$ cat config.mk
export PLATFORM = sky130hd
export DESIGN_NAME = pack_u64_serial
export DESIGN_NICKNAME = d
export VERILOG_FILES = /design/src/rtl/leb128_pkg.sv /design/src/rtl/leb_size_u64.sv /design/src/rtl/pack_u64_serial.sv
export SDC_FILE = /design/constraint.sdc
export NUM_CORES = 1
export LEC_CHECK = 0
export CORE_UTILIZATION = 39
export CTS_BUF_LIST = sky130_fd_sc_hd__clkbuf_4
export DETAILED_ROUTE_END_ITERATION = 16
export PLACE_DENSITY_LB_ADDON = 0.3
export RECOVER_POWER = 50
export SLEW_MARGIN = 20
export SYNTH_ARGS = -nofsm -noshare
export SYNTH_HDL_FRONTEND = slang
export SYNTH_SLANG_ARGS = --single-unit
$ cat constraint.sdc
create_clock -name clk -period 3.08 [get_ports clk]
set_input_delay 0.616 -clock clk [delete_from_list [all_inputs] [get_ports clk]]
set_output_delay 0.616 -clock clk [all_outputs]
set_load 0.1 [all_outputs]
$ cat src/rtl/leb128_pkg.sv
// leb128_pkg: constants, length type and FSM states shared by the LEB128 encoder and decoder.
package leb128_pkg;

    localparam int LEB_GROUP_W  = 7;
    localparam int LEB_CONT_BIT = 7;

    typedef logic [3:0] leb_len_t;

    typedef enum logic {
        S_IDLE,
        S_EMIT
    } leb_tx_state_t;

    function automatic int leb_max_bytes(input int n);
        return (n + LEB_GROUP_W - 1) / LEB_GROUP_W;
    endfunction

endpackage

$ cat src/rtl/leb_size_u64.sv
// leb_size_u64: minimal LEB128 byte count of an N-bit value (1 + index of highest nonzero 7-bit group).
module leb_size_u64
    import leb128_pkg::*;
#(
    parameter int N = 64
) (
    input  logic [N-1:0] value_i,
    output logic [3:0]   nb_o
);

    localparam int MB = leb_max_bytes(N);
    localparam int EW = MB * LEB_GROUP_W;

    logic [EW-1:0] ext;

    assign ext = EW'(value_i);

    // Zero still needs one byte, so the count starts at 1 and later groups override it.
    always_comb begin
        nb_o = 4'd1;
        for (int i = 1; i < MB; i++) begin
            if (ext[i*LEB_GROUP_W +: LEB_GROUP_W] != '0) nb_o = leb_len_t'(i + 1);
        end
    end

endmodule

$ cat src/rtl/pack_u64_serial.sv
// pack_u64_serial: streaming unsigned LEB128 encoder, one byte per clock, low group first.
module pack_u64_serial
    import leb128_pkg::*;
#(
    parameter int N = 64
) (
    input  logic         clk,
    input  logic         rst,
    input  logic [N-1:0] in,
    input  logic         in_valid,
    output logic         in_ready,
    output logic [7:0]   out_data,
    output logic         out_valid,
    input  logic         out_ready,
    output logic         out_last,
    output logic [3:0]   out_len
);

    leb_tx_state_t state_q, state_d;
    logic [N-1:0]  rem_q, rem_d;
    logic [3:0]    cnt_q, cnt_d;
    logic [3:0]    len_q, len_d;
    logic [7:0]    data_q, data_d;
    logic          last_q, last_d;
    logic [3:0]    nb;
    logic          accept, advance, done, next_last;

    leb_size_u64 #(.N(N)) u_size (
        .value_i (in),
        .nb_o    (nb)
    );

    assign out_valid = state_q == S_EMIT;
    assign out_data  = data_q;
    assign out_last  = last_q;
    assign out_len   = len_q;
    assign in_ready  = (state_q == S_IDLE || (out_valid && last_q && out_ready)) && !rst;
    assign accept    = in_valid && in_ready;
    assign advance   = out_valid && out_ready && !last_q;
    assign done      = out_valid && out_ready && last_q;
    assign next_last = cnt_q + 4'd2 == len_q;

    // rem_q holds the groups not yet presented, so the next byte is always its low group.
    always_comb begin
        state_d = state_q;
        rem_d   = rem_q;
        cnt_d   = cnt_q;
        len_d   = len_q;
        data_d  = data_q;
        last_d  = last_q;
        if (accept) begin
            state_d = S_EMIT;
            rem_d   = in >> LEB_GROUP_W;
            cnt_d   = '0;
            len_d   = nb;
            last_d  = nb == 4'd1;
            data_d  = {nb != 4'd1, in[LEB_GROUP_W-1:0]};
        end else if (advance) begin
            rem_d   = rem_q >> LEB_GROUP_W;
            cnt_d   = cnt_q + 4'd1;
            last_d  = next_last;
            data_d  = {!next_last, rem_q[LEB_GROUP_W-1:0]};
        end else if (done) begin
            state_d = S_IDLE;
            rem_d   = '0;
            cnt_d   = '0;
            len_d   = '0;
            last_d  = 1'b0;
            data_d  = '0;
        end
    end

    always_ff @(posedge clk or posedge rst) begin
        if (rst) begin
            state_q <= S_IDLE;
            rem_q   <= '0;
            cnt_q   <= '0;
            len_q   <= '0;
            data_q  <= '0;
            last_q  <= 1'b0;
        end else begin
            state_q <= state_d;
            rem_q   <= rem_d;
            cnt_q   <= cnt_d;
            len_q   <= len_d;
            data_q  <= data_d;
            last_q  <= last_d;
        end
    end

endmodule

==> key figures <==
Outcome
  • Violated checks: max-capacitance violations, max-slew violations
  • Status: complete, but fails checks

Logic synthesis
  • Share of the synthesized area in the top cell type: 0.571
  • Synthesis-stage register bit count: 75
  • Syn_nets: 368
  • Ys Warns: 0
  • Post-synthesis sequential area ratio: 0.571
  • Mapped Cells: 298
  • Syn Area/Cell: 11.0 um2
  • Largest area contributor in the netlist: dfrtp_1
  • Synth Cell Area: 3290 um2
  • Post-synth EDFFs: 0
  • Synth area leaders: dfrtp_1 57%, a222oi_1 17%, inv_1 6.6%
  • Post-synthesis async set-or-reset flop share: 1.00
  • Most used DFF post-synth: dfrtp_1
  • Post-synth cell types: 32

Min path
  • Hold Path Class: reg2reg

Place
  • Port buffer count: 82
  • Dpl cell area: 4250 um2
  • DP Worst Slack: roughly 350 ps
  • Post-DP HPWL: 5900 um
  • Placer's final routability congestion estimate: 0.764

CTS
  • Worst skew pair latency: 400 ps
  • Post-CTS Resized: 0
  • Maximum root-to-sink buffer count: 2
  • CTS tree: yes
  • CTS Buf Count: 9
  • Root buf cell: clkbuf_4
  • Post-CTS Setup Inserts: 0
  • Htree depth: 3
  • CTS Hold Buffers Added: 0
  • Worst-path clk slew: about 100 ps
  • Clock sinks: 75

Worst setup path
  • Critical Path AT: approximately 1900 ps
  • Nature of the critical path endpoint: primary output
  • R2R Setup Slk: between 1000 and 1500 ps
  • Critical Path Fanout Max: 5
  • Crit path cell chain: clkdlybuf4s50_1, a21boi_0, nor2_2, buf_12
  • CP max stage delay: 520 ps
  • CP max stage cell: clkdlybuf4s50_1
  • Crit path buffers/inverters: 2
  • Setup Crit Path Kind: in2out
  • Worst EP required: 2460 ps
  • Top delay family on crit path: buffers and inverters
  • CP startpoint kind: input pin

Floorplanning
  • Starting Density: 0.402
  • # rows: 33
  • Die area: 8800 um2
  • Die X: approximately 94 um
  • Die height: 93.8 um
  • Num ports: 83
  • Total core area: 8180 um2

Timing
  • Actual slew at the worst max-slew pin: 1790 ps
  • Count of final hold-check violations: 0
  • Worst slew margin: -0.195
  • Slew Limit Fails: 76
  • Final period util: 0.823
  • Clock Skew: approximately 9 ps
  • Tmin final: around 2500 ps
  • Fmax: 394 MHz
  • Setup violations, final: 0
  • Final setup TNS: 0 ps
  • RSZ-0062 raised after global routing: no
  • Final WS setup: approximately 540 ps

Global route
  • Vias in the first global route: about 2,800
  • GR Layer Usage met2: 0.327
  • Largest net degree at the start of global routing: 76
  • Initial antenna violation count: 0
  • Gr usage total: 0.201
  • Met1 Use GR: 0.267
  • GRT overflow: 0
  • GR peak layer: met2
  • Met3 Use GR: 0.0340
  • First-pass GRT wire length: approximately 14,000 um

Final layout
  • Layout Nets: about 450
  • Cell area after layout: 4380 um2
  • Antenna cells: 0
  • Synth-to-Final Area Change: 33.4%
  • Layout cells sized above 1: 0.105

Route
  • Detailed Route Iter0 Violations: 418
  • Post-DR wirelength/cell: 17.4 um
  • Wirelength, routed: 8470 um
  • DR DRC count: 0
  • Antenna-violating nets left: 0
  • Vias per cell: 5.86
  • Vias after detailed routing: 2,852
  • DRT Pass-1 Iters: 7

Pwr
  • Pwr Density: 939 nW/um2
  • Leakage: approximately 2.2 nW
  • IR drop worst, VDD: 0.424 mV

Flow run
  • # Max-Cap Violations: 1
## flip-flops by register name (all words and copies together), names as in the netlist
name and flops:
out_valid 1, out_data 8, out_len 4, out_last 1, rem_q 57, cnt_q 4
## tightest hold or removal path, stage by stage (launching register included)
cell,delay (ps)
dfrtp_1,370
a222oi_1,60
inv_1,50
## synthesized netlist by cell type (all sizes together) (3+ instances only)
cell type / instances
xnor2: 3
nor4: 7
nor3: 10
o21ai: 8
clkbuf: 19
inv: 58
dfrtp: 75
nand2: 13
a222oi: 57
nand4: 4
nand3: 4
a22o: 8
nor2: 7
## power breakdown
part	leakage, nW	internal (mW)	switching, mW
combinational	1.13	0.622	1.19
clock	0.0899	0.333	0.325
sequential	1.00	1.36	0.284
total	2.23	2.31	1.80
## through the flow
step | hold WS [ps] | power (mW) | util | std cells
after global routing | 536 | 4.35 | 0.536 | 487
after global placement | 478 | 3.46 | 0.520 | 471
after floorplan | 454 | 2.94 | - | 298
final | 507 | 4.11 | 0.536 | 487
after CTS | 516 | 4.17 | 0.539 | 487
after detailed placement | 491 | 3.51 | 0.520 | 471
## per-layer routing
metal  vias to the layer above  wire [um]
li1                       1315          -
met1                      1414       3740
met2                       117       4210
met3                         6        467
met4                         0         54
met5                         -          0
## logic make-up after synthesis
group,count (synthesis),synth area share
AO/OA/AOI/OAI,85,0.237
buffers and inverters,78,0.0891
flip-flops,75,0.571
AND/OR/NAND/NOR,53,0.0822
XOR/XNOR,5,0.0133
adder cells (fa/ha/maj),2,0.00761
## placed cells by master, fill, tap and decap left out, types with 6 or more instances in the layout
| cell type | n |
|---|---|
| dfrtp_1 | 75 |
| clkdlybuf4s50_1 | 66 |
| a222oi_1 | 57 |
| inv_1 | 57 |
| nand2_1 | 13 |
| nor3_1 | 10 |
| clkbuf_4 | 10 |
| buf_4 | 10 |
| o21ai_0 | 8 |
| a22o_1 | 8 |
| nor4_1 | 7 |
| clkbuf_1 | 6 |
## path summary, 6_finish.rpt
kind / from / end / depth (start not counted)
worst max register to register: out_valid$_DFFE_PP0P_ / rem_q[4]$_DFFE_PP0P_ / 5
max in group asynchronous: rst / rem_q[9]$_DFFE_PP0P_ / 3
min in group asynchronous: rst / out_len[3]$_DFFE_PP0P_ / 3
worst min register to register: out_data[1]$_DFFE_PP0P_ / out_data[1]$_DFFE_PP0P_ / 2
worst min-delay path: out_data[1]$_DFFE_PP0P_ / out_data[1]$_DFFE_PP0P_ / 2
worst max-delay path: out_ready / in_ready / 4
## cell type report
cell class / instances / area, um2
timing repair buffer: 88 / 853
sequential: 75 / 1880
clock buffer: 10 / 75.1
tap: 105 / 131
clock inverter: 6 / 80.1
inverter: 58 / 221
fill: 754 / 3790
multi-input combinational: 145 / 1150
No activity file was read; power rests on OpenSTA's default activity.
